--- config.mk ---
export PLATFORM = sky130hd
export DESIGN_NAME = accel_tilt_reader
export DESIGN_NICKNAME = d
export VERILOG_FILES = /design/src/rtl/accel_pkg.sv /design/src/rtl/spi_byte_shifter.sv /design/src/rtl/accel_tilt_reader.sv
export SDC_FILE = /design/constraint.sdc
export NUM_CORES = 1
export LEC_CHECK = 0
export CORE_MARGIN = 2
export CORE_UTILIZATION = 60
export DETAILED_ROUTE_END_ITERATION = 16
export PLACE_DENSITY = 0.78
export REMOVE_ABC_BUFFERS = 1
export SETUP_SLACK_MARGIN = 0.4
export SLEW_MARGIN = 20
export SYNTH_ARGS = -nofsm -noshare
export SYNTH_HDL_FRONTEND = slang
export SYNTH_SLANG_ARGS = --single-unit
--- constraint.sdc ---
create_clock -name in_clk -period 6 [get_ports in_clk]
set_input_delay 1.2 -clock in_clk [delete_from_list [all_inputs] [get_ports in_clk]]
set_output_delay 1.2 -clock in_clk [all_outputs]
set_load 0.02 [all_outputs]
--- src/rtl/accel_pkg.sv ---
// Shared constants, FSM state type and tilt saturation helper for the ADXL362 tilt reader.
package accel_pkg;

  localparam logic [7:0] CMD_WR        = 8'h0A;
  localparam logic [7:0] CMD_RD        = 8'h0B;
  localparam logic [7:0] REG_POWER_CTL = 8'h2D;
  localparam logic [7:0] REG_XDATA_L   = 8'h0E;
  localparam logic [7:0] PWR_MEASURE   = 8'h02;

  typedef enum logic [2:0] {
    StBoot,
    StCfg,
    StGap,
    StWait,
    StRead,
    StConv
  } state_e;

  // Clamp a signed value to the 5-bit two's-complement range -16..15.
  function automatic logic [4:0] sat5(input logic signed [11:0] v);
    if (v > 12'sd15) begin
      return 5'b01111;
    end else if (v < -12'sd16) begin
      return 5'b10000;
    end else begin
      return v[4:0];
    end
  endfunction

endpackage

--- src/rtl/spi_byte_shifter.sv ---
// Single-byte SPI mode-0 engine: MSB first, mosi set at byte start / sclk fall, miso sampled on rise.
module spi_byte_shifter #(
  parameter int unsigned Half = 50
) (
  input  logic       clk_i,
  input  logic       rst_ni,
  input  logic       start_i,
  input  logic [7:0] tx_byte_i,
  input  logic       miso_i,
  output logic [7:0] rx_byte_o,
  output logic       done_o,
  output logic       sclk_o,
  output logic       mosi_o
);

  localparam int unsigned CntW = (Half > 1) ? $clog2(Half) : 1;
  localparam logic [CntW-1:0] CntMax = CntW'(Half - 1);

  logic            busy_q, busy_d;
  logic            sclk_q, sclk_d;
  logic            mosi_q, mosi_d;
  logic [CntW-1:0] cnt_q, cnt_d;
  logic [2:0]      bit_q, bit_d;
  logic [6:0]      tx_q, tx_d;
  logic [7:0]      rx_q, rx_d;
  logic            phase_end;

  assign phase_end = busy_q && (cnt_q == CntMax);
  // Raised in the last cycle of the final high phase so the caller can chain the next
  // byte on the same edge that drops sclk, keeping the low phase exactly Half cycles.
  assign done_o    = phase_end && sclk_q && (bit_q == 3'd7);

  always_comb begin
    busy_d = busy_q;
    sclk_d = sclk_q;
    mosi_d = mosi_q;
    cnt_d  = cnt_q;
    bit_d  = bit_q;
    tx_d   = tx_q;
    rx_d   = rx_q;
    if (start_i) begin
      busy_d = 1'b1;
      sclk_d = 1'b0;
      cnt_d  = '0;
      bit_d  = 3'd0;
      tx_d   = tx_byte_i[6:0];
      mosi_d = tx_byte_i[7];
    end else if (busy_q) begin
      if (phase_end) begin
        cnt_d = '0;
        if (!sclk_q) begin
          sclk_d = 1'b1;
          rx_d   = {rx_q[6:0], miso_i};
        end else begin
          sclk_d = 1'b0;
          if (bit_q == 3'd7) begin
            busy_d = 1'b0;
          end else begin
            bit_d  = bit_q + 3'd1;
            mosi_d = tx_q[6];
            tx_d   = {tx_q[5:0], 1'b0};
          end
        end
      end else begin
        cnt_d = cnt_q + 1'b1;
      end
    end
  end

  always_ff @(posedge clk_i or negedge rst_ni) begin
    if (!rst_ni) begin
      busy_q <= 1'b0;
      sclk_q <= 1'b0;
      mosi_q <= 1'b0;
      cnt_q  <= '0;
      bit_q  <= 3'd0;
      tx_q   <= '0;
      rx_q   <= '0;
    end else begin
      busy_q <= busy_d;
      sclk_q <= sclk_d;
      mosi_q <= mosi_d;
      cnt_q  <= cnt_d;
      bit_q  <= bit_d;
      tx_q   <= tx_d;
      rx_q   <= rx_d;
    end
  end

  assign rx_byte_o = rx_q;
  assign sclk_o    = sclk_q;
  assign mosi_o    = mosi_q;

endmodule

--- src/rtl/accel_tilt_reader.sv ---
// ADXL362 SPI master: configures measure mode, samples X/Y periodically, emits saturated tilts.
// Define ACCEL_AVG_EN to output a 4-sample moving average of each tilt.
module accel_tilt_reader
  import accel_pkg::*;
#(
  parameter int unsigned CLK_HZ         = 100_000_000,
  parameter int unsigned SCLK_HZ        = 1_000_000,
  parameter int unsigned BOOT_CYCLES    = 1_000_000,
  parameter int unsigned SAMPLE_CYCLES  = 1_666_666,
  parameter int unsigned SHIFT          = 5,
  parameter int unsigned CS_IDLE_CYCLES = 100
) (
  input  logic       in_clk,
  input  logic       reset,
  input  logic       miso,
  output logic       sclk,
  output logic       mosi,
  output logic       cs_n,
  output logic [9:0] movementData,
  output logic       sample_valid,
  output logic       cfg_done
);

  localparam int unsigned HALF = CLK_HZ / (2 * SCLK_HZ);

  logic [1:0]  rst_sync_q;
  logic        rst_n;
  state_e      state_q, state_d;
  logic [31:0] cnt_q, cnt_d;
  logic [31:0] samp_q, samp_d;
  logic [2:0]  byte_q, byte_d;
  logic        cs_n_q, cs_n_d;
  logic        cfg_done_q, cfg_done_d;
  logic [7:0]  xl_q, xl_d, yl_q, yl_d;
  logic [3:0]  xh_q, xh_d, yh_q, yh_d;
  logic [9:0]  mdata_q;
  logic        valid_q;
  logic        spi_start, spi_done;
  logic [7:0]  spi_tx, spi_rx;
  logic        tick, conv;
  logic [4:0]  x_tilt, y_tilt, x_out, y_out;

  // Asynchronous assert, synchronous release.
  always_ff @(posedge in_clk or negedge reset) begin
    if (!reset) begin
      rst_sync_q <= 2'b00;
    end else begin
      rst_sync_q <= {rst_sync_q[0], 1'b1};
    end
  end
  assign rst_n = rst_sync_q[1];

  spi_byte_shifter #(
    .Half(HALF)
  ) u_spi (
    .clk_i    (in_clk),
    .rst_ni   (rst_n),
    .start_i  (spi_start),
    .tx_byte_i(spi_tx),
    .miso_i   (miso),
    .rx_byte_o(spi_rx),
    .done_o   (spi_done),
    .sclk_o   (sclk),
    .mosi_o   (mosi)
  );

  assign tick = cfg_done_q && (samp_q == SAMPLE_CYCLES - 1);
  assign conv = (state_q == StConv);

  always_comb begin
    samp_d = samp_q;
    if (cfg_done_q) begin
      samp_d = (samp_q == SAMPLE_CYCLES - 1) ? 32'd0 : samp_q + 32'd1;
    end
  end

  always_comb begin
    state_d    = state_q;
    cnt_d      = cnt_q;
    byte_d     = byte_q;
    cs_n_d     = cs_n_q;
    cfg_done_d = cfg_done_q;
    xl_d       = xl_q;
    xh_d       = xh_q;
    yl_d       = yl_q;
    yh_d       = yh_q;
    spi_start  = 1'b0;
    spi_tx     = 8'h00;
    unique case (state_q)
      StBoot: begin
        if (cnt_q == BOOT_CYCLES - 1) begin
          state_d   = StCfg;
          cnt_d     = 32'd0;
          byte_d    = 3'd0;
          cs_n_d    = 1'b0;
          spi_start = 1'b1;
          spi_tx    = CMD_WR;
        end else begin
          cnt_d = cnt_q + 32'd1;
        end
      end
      StCfg: begin
        if (spi_done) begin
          if (byte_q == 3'd2) begin
            state_d    = StGap;
            cnt_d      = 32'd0;
            cs_n_d     = 1'b1;
            cfg_done_d = 1'b1;
          end else begin
            byte_d    = byte_q + 3'd1;
            spi_start = 1'b1;
            spi_tx    = (byte_q == 3'd0) ? REG_POWER_CTL : PWR_MEASURE;
          end
        end
      end
      StGap: begin
        if (cnt_q == CS_IDLE_CYCLES - 1) begin
          state_d = StWait;
          cnt_d   = 32'd0;
        end else begin
          cnt_d = cnt_q + 32'd1;
        end
      end
      StWait: begin
        // Ticks that land outside WAIT are dropped, never queued.
        if (tick) begin
          state_d   = StRead;
          byte_d    = 3'd0;
          cs_n_d    = 1'b0;
          spi_start = 1'b1;
          spi_tx    = CMD_RD;
        end
      end
      StRead: begin
        if (spi_done) begin
          case (byte_q)
            3'd2:    xl_d = spi_rx;
            3'd3:    xh_d = spi_rx[3:0];
            3'd4:    yl_d = spi_rx;
            3'd5:    yh_d = spi_rx[3:0];
            default: ;
          endcase
          if (byte_q == 3'd5) begin
            state_d = StConv;
            cs_n_d  = 1'b1;
          end else begin
            byte_d    = byte_q + 3'd1;
            spi_start = 1'b1;
            spi_tx    = (byte_q == 3'd0) ? REG_XDATA_L : 8'h00;
          end
        end
      end
      StConv: begin
        state_d = StGap;
        cnt_d   = 32'd0;
      end
      default: state_d = StBoot;
    endcase
  end

  assign x_tilt = sat5($signed({xh_q, xl_q}) >>> SHIFT);
  assign y_tilt = sat5($signed({yh_q, yl_q}) >>> SHIFT);

`ifdef ACCEL_AVG_EN
  logic [2:0][4:0] hx_q, hy_q;

  // Sum of the new tilt and three previous ones; bits [6:2] are the sum >>> 2.
  function automatic logic [4:0] avg4(input logic [4:0] n, input logic [2:0][4:0] h);
    logic [6:0] s;
    s = {{2{n[4]}}, n} + {{2{h[0][4]}}, h[0]} + {{2{h[1][4]}}, h[1]} + {{2{h[2][4]}}, h[2]};
    return s[6:2];
  endfunction

  always_ff @(posedge in_clk or negedge rst_n) begin
    if (!rst_n) begin
      hx_q <= '0;
      hy_q <= '0;
    end else if (conv) begin
      hx_q <= {hx_q[1:0], x_tilt};
      hy_q <= {hy_q[1:0], y_tilt};
    end
  end

  assign x_out = avg4(x_tilt, hx_q);
  assign y_out = avg4(y_tilt, hy_q);
`else
  assign x_out = x_tilt;
  assign y_out = y_tilt;
`endif

  always_ff @(posedge in_clk or negedge rst_n) begin
    if (!rst_n) begin
      state_q    <= StBoot;
      cnt_q      <= 32'd0;
      samp_q     <= 32'd0;
      byte_q     <= 3'd0;
      cs_n_q     <= 1'b1;
      cfg_done_q <= 1'b0;
      xl_q       <= 8'h00;
      xh_q       <= 4'h0;
      yl_q       <= 8'h00;
      yh_q       <= 4'h0;
      mdata_q    <= 10'd0;
      valid_q    <= 1'b0;
    end else begin
      state_q    <= state_d;
      cnt_q      <= cnt_d;
      samp_q     <= samp_d;
      byte_q     <= byte_d;
      cs_n_q     <= cs_n_d;
      cfg_done_q <= cfg_done_d;
      xl_q       <= xl_d;
      xh_q       <= xh_d;
      yl_q       <= yl_d;
      yh_q       <= yh_d;
      valid_q    <= conv;
      if (conv) begin
        mdata_q <= {x_out, y_out};
      end
    end
  end

  assign cs_n         = cs_n_q;
  assign cfg_done     = cfg_done_q;
  assign movementData = mdata_q;
  assign sample_valid = valid_q;

endmodule
# After elaboration in Yosys (flattened, before gate mapping)
# Index checks and enable logic that the tools add are counted.
# word_totals
register_bits,136
inputBits,3
out_inout_bits,15
# classes
n_addsub,5
magnitude_cmp,4
eq_ne,24
n_mux,75
bitwise,2
reduce_logical,23
# ops
operator,count
32-bit 2-to-1 mux,5
32-bit case mux with 4 select lines,1
"32-bit by 1-bit adder with 32-bit output, second input constant",2
3-bit 2-to-1 mux,18
6-bit 2-to-1 mux,6
7-bit 2-to-1 mux,5
"32-bit by 20-bit equality test with 1-bit output, second input constant",1
"32-bit by 21-bit equality test with 1-bit output, second input constant",1
"32-bit by 7-bit equality test with 1-bit output, second input constant",1
1-bit 2-to-1 mux,26
6-bit case mux with 4 select lines,1
7-bit AND reduction,3
4-bit 2-to-1 mux,5
5-bit 2-to-1 mux,4
"2-bit != test, second input constant",10
3-bit case mux with 6 select lines,1
3-bit AND reduction,6
"3-bit equality test, second input constant",5
"7-bit by 5-bit > comparator with 1-bit output, second input constant",2
"7-bit by 5-bit less-than comparator with 1-bit output, second input constant",2
"3-bit by 2-bit equality test with 1-bit output, second input constant",4
3-bit case mux with 4 select lines,1
1-bit case mux with 4 select lines,2
4-bit AND reduction,2
10 further kinds,19

# Longest topological paths before layout
# depth
word_depth,8
mapped_depth,10

# Hierarchy
# From an unflattened synthesis, not the netlist that was laid out.
# unflattened
hier_cells,695
area_unflattened_um2,6691.4
# by_module_without_submodules
mod,n_inst,cells_each,area_per_inst_um2,seq_area_each_um2
accel_tilt_reader,1,559,5226.3,2478.6
spi_byte_shifter,1,136,1465.2,675.6

# Least setup slack after synthesis
# No wires, ideal clock.
# synth_timing
path_type,reg-to-reg
start,reg samp_q[15]
end,"reg u_spi.rx_q[0], in the netlist u_spi.rx_byte_o[0]"
setup_ns,0.125
arrival_time_ns,2.143
required_ns,5.875
setup_slack_ns,3.732
path_stages_with_launch,7
n_path_buf,0
cell_sequence,dfrtp_1 or4b_1 or4_4 nor3_4 a21oi_2 nand3b_4 mux2_2
# synth_via
elab_chain_len,6
# synth_rtl
element,line,text
"start, declared",accel_tilt_reader.sv:30,"logic [31:0] samp_q, samp_d;"
"start signal, assigned",accel_tilt_reader.sv:208,samp_q <= samp_d;
32-bit by 21-bit equality test with 1-bit output,accel_tilt_reader.sv:67,assign tick = cfg_done_q && (samp_q == SAMPLE_CYCLES - 1);
1-bit logical AND,accel_tilt_reader.sv:67,
1-bit 2-to-1 mux,accel_tilt_reader.sv:126,if (tick) begin
1-bit case mux with 4 select lines,accel_tilt_reader.sv:89,unique case (state_q)
1-bit inverter (no source line),--,
4-bit AND reduction (no source line),--,
"end signal, assigned",spi_byte_shifter.sv:86,rx_q <= rx_d;
"end, declared",spi_byte_shifter.sv:25,"logic [7:0] rx_q, rx_d;"
# Every way passes these cells.
# A chain may end at the register's enable or synchronous reset.

# Worst setup path after layout
# layout_timing
start,"reg cs_n_q, in the netlist cs_n"
end,out cs_n
# layout_rtl
element,line,text
"start, declared",accel_tilt_reader.sv:32,"logic cs_n_q, cs_n_d;"
"start signal, assigned",accel_tilt_reader.sv:210,cs_n_q <= cs_n_d;
"end, declared",accel_tilt_reader.sv:18,"output logic cs_n,"
# No word-level cell between the ends.

==> key figures <==
Floorplan
  – Die ar.: 11800 um^2
  – Vert. Die Dim: 109 um
  – Die Wd: 109 um
  – Initial Util: 0.611
  – CORE AREA: 10700 um^2
  – Row Count: 38
  – # IOs: 18

Synthesis
  – Avg Inst Size Synth: 9.47 um^2
  – Post-synth top flop: dfrtp_1
  – Asr flop ratio synth: 1.00
  – Synth warn: 0
  – Post-Syn Area: 6570 um^2
  – EDFF count, synth: 0
  – Synth Register Bits: 126
  – Gate Count Post-Synth: 694
  – Netlist cell types: 66
  – Register area share after synthesis: 0.480

Cells and area
  – Most common cell after layout, fill and taps aside: dfrtp_1
  – Post-layout util: 0.692
  – Final net count: 716
  – P&R area growth vs syn: 13.3%
  – Most frequent cells in the layout: dfrtp_1, nand2_1, nor2_1, o21ai_0, nand3_1
  – Area used by multi-input combinational logic: 3230 um^2
  – Layout cells sized above 1: 0.104
  – FF+latch area: 3160 um^2
  – Fillers: 818
  – Ant. Diodes: 0

Worst hold path
  – Hold path start: rst_sync_q[0]
  – Hold depth: 0
  – HP Class: reg2reg
  – Hold Path End: rst_sync_q[1]

Setup path
  – Reg2reg path depth: 6
  – Max incr delay on CP: 0.60 ns
  – Worst Path Arrival: 1.67 ns
  – R2r setup slk: 3.23 ns
  – Req. time, crit path: 4.80 ns
  – Reg-to-Reg End: u_spi.tx_q[1]
  – CP Cell Sequence: clkdlybuf4s50_1
  – CP Buf/Inv Count: 1
  – CP startpoint kind: flip-flop
  – Slowest cell on the critical path: clkdlybuf4s50_1
  – Critical path fanouts, max: 2
  – Cell family with most CP delay: buffers and inverters
  – WS Path Type: reg2out
  – Element type at the critical path end: output port
  – Reg-to-Reg Start: u_spi.busy_q

Timing
  – Period utilisation layout: 0.478
  – RSZ-0062 raised after global routing: false
  – Final min period: 2.87 ns
  – Fmax: 0.349 GHz
  – Clock skew: 0.00632 ns
  – Max-slew headroom: 0.437
  – Pins Over Slew Limit: 0
  – Slew of the pin with the lowest slew margin: 0.845 ns
  – Setup TNS: 0 ns
  – Fin. Hold Viols: 0
  – Final setup vio count: 0

Clock tree
  – CTS Buf Count: 17
  – Post-CTS Setup Inserts: 0
  – Hold buffers post-CTS: 0
  – Clk pin slew, worst setup/hold paths: 0.06 ns
  – Clk sinks: 126
  – TritonCTS clock tree: done
  – Clock Tree Buf Depth: 2
  – H-tree Lvls: 4
  – PostCTS Resize Cnt: 0
  – Worst-Skew Late Latency: 0.53 ns
  – Root buf cell: clkbuf_8

Routing
  – DRT Wirelength: 14.0 mm
  – Routed Antenna Nets: 0
  – First-pass DRT Iterations: 5
  – Residual DRC: 0
  – Vias after detailed routing: 5227
  – Avg WL per Cell: 16.4 um
  – Initial DRC count: 529
  – DR vias/cell: 6.13

Power
  – Switch Pwr: 0.387 mW
  – Logic pwr share: 0.006
  – Peak supply drop: 230 uV
  – Int Power: 1.60 mW
  – Switching Fraction: 0.195
  – Sequential fraction of design power: 0.434
  – Pwr Density: 267 nW/um^2
  – Clock Power Share: 0.560
  – LEAKAGE: 3.38 nW

Job
  – Max Cap Viol: 0

Global routing
  – Largest net degree at the start of global routing: 66
  – Overall Global Routing Usage: 0.260
  – Initial antenna violation count: 0
  – Vias in the first global route: 5059
  – Total gr overflow: 0
  – First-pass GRT wire length: 24.1 mm

Place
  – Hpwl dp: 9.17 mm
  – Global placement routability congestion: 0.865
  – Port Buf Inserts: 17

Run status
  – Run status: complete, no violations
-- cells by family after synthesis --
kind of cell / after synthesis / share of synthesized area
buffers and inverters: 44 / 0.0297
xor gates and xnor gates: 30 / 0.0400
other: 1 / 0.000571
DFF: 126 / 0.480
adders and majority gates: 12 / 0.0229
AOI/OAI and AO/OA: 133 / 0.128
and+or+nand+nor: 313 / 0.241
muxes: 35 / 0.0579
-- per-layer routing --
layer  vias up  GRT usage  wire, um
met1      2567      0.342      6270
met5         -          0         0
met3         9     0.0616       631
met2       143      0.425      6980
met4         0     0.0916       108
li1       2508          -         -
-- layout make-up --
type / count / area share
multi-input combinational: 524 / 0.434
sequential: 126 / 0.424
clock buffer: 20 / 0.0612
timing repair buffer: 20 / 0.0259
clock inverter: 11 / 0.0252
tap: 140 / 0.0235
inverter: 12 / 0.00605
-- synthesized netlist by cell type, types with 4 or more instances --
cell type / n / area, um^2
a21o_1: 7 / 52.6
a21oi_1: 23 / 115
a22oi_1: 4 / 30.0
a31oi_1: 28 / 175
a41oi_1: 6 / 52.6
and2_1: 5 / 31.3
and3_1: 17 / 106
and4_1: 4 / 35.0
buf_2: 8 / 40.0
clkbuf_1: 19 / 71.3
dfrtp_1: 125 / 3130
ha_1: 12 / 150
inv_1: 12 / 45.0
mux2_2: 24 / 270
mux2i_1: 11 / 110
nand2_1: 94 / 353
nand2b_1: 7 / 43.8
nand3_1: 36 / 180
nand4_1: 20 / 125
nor2_1: 72 / 270
nor2b_1: 6 / 37.5
nor3_1: 14 / 70.1
nor4_1: 8 / 50.1
o21ai_0: 40 / 200
o31ai_1: 4 / 30.0
xnor2_1: 18 / 158
xor2_1: 12 / 105
-- sequential cells by signal, indices dropped and copies added, names as in the netlist, 4 cells and up --
signal / count
cnt_q: 32
samp_q: 32
movementData: 10
u_spi.rx_byte_o: 8
u_spi.tx_q: 7
u_spi.cnt_q: 6
xh_q: 4
yh_q: 4
-- metrics by stage --
step	worst slack, ns	cells	hold slack, ns	total power, mW	cell area (um^2)
2_1_floorplan	2.23	662	0.331	0.882	6420
3_3_place_gp	3.39	822	0.338	0.889	6790
5_1_grt	2.97	853	0.367	2.04	7440
6_report	3.13	853	0.351	1.99	7440
3_5_place_dp	3.28	822	0.340	0.890	6790
4_1_cts	3.11	853	0.355	2.00	7430
-- power groups by stage --
stage | clock, mW | combinational [mW] | sequential [mW]
global route | 1.16 | 0.0138 | 0.864
floorplan | 0 | 0.00193 | 0.880
global placement | 0 | 0.0115 | 0.878
detailed placement | 0 | 0.0119 | 0.878
finish | 1.11 | 0.0113 | 0.862
CTS | 1.13 | 0.0121 | 0.863
-- worst max path at each step --
stage,start,to,slack (ns),cells after the start
4_1_cts,cs_n,cs_n,3.11,1
2_1_floorplan,rst_sync_q[1],byte_q[0],2.23,0
6_report,cs_n,cs_n,3.13,1
3_3_place_gp,samp_q[15],u_spi.rx_byte_o[4],3.39,6
3_5_place_dp,state_q[1],cnt_q[5],3.28,6
5_1_grt,u_spi.busy_q,u_spi.tx_q[1],2.97,6
Note: power is estimated with default switching activity, not from simulation.
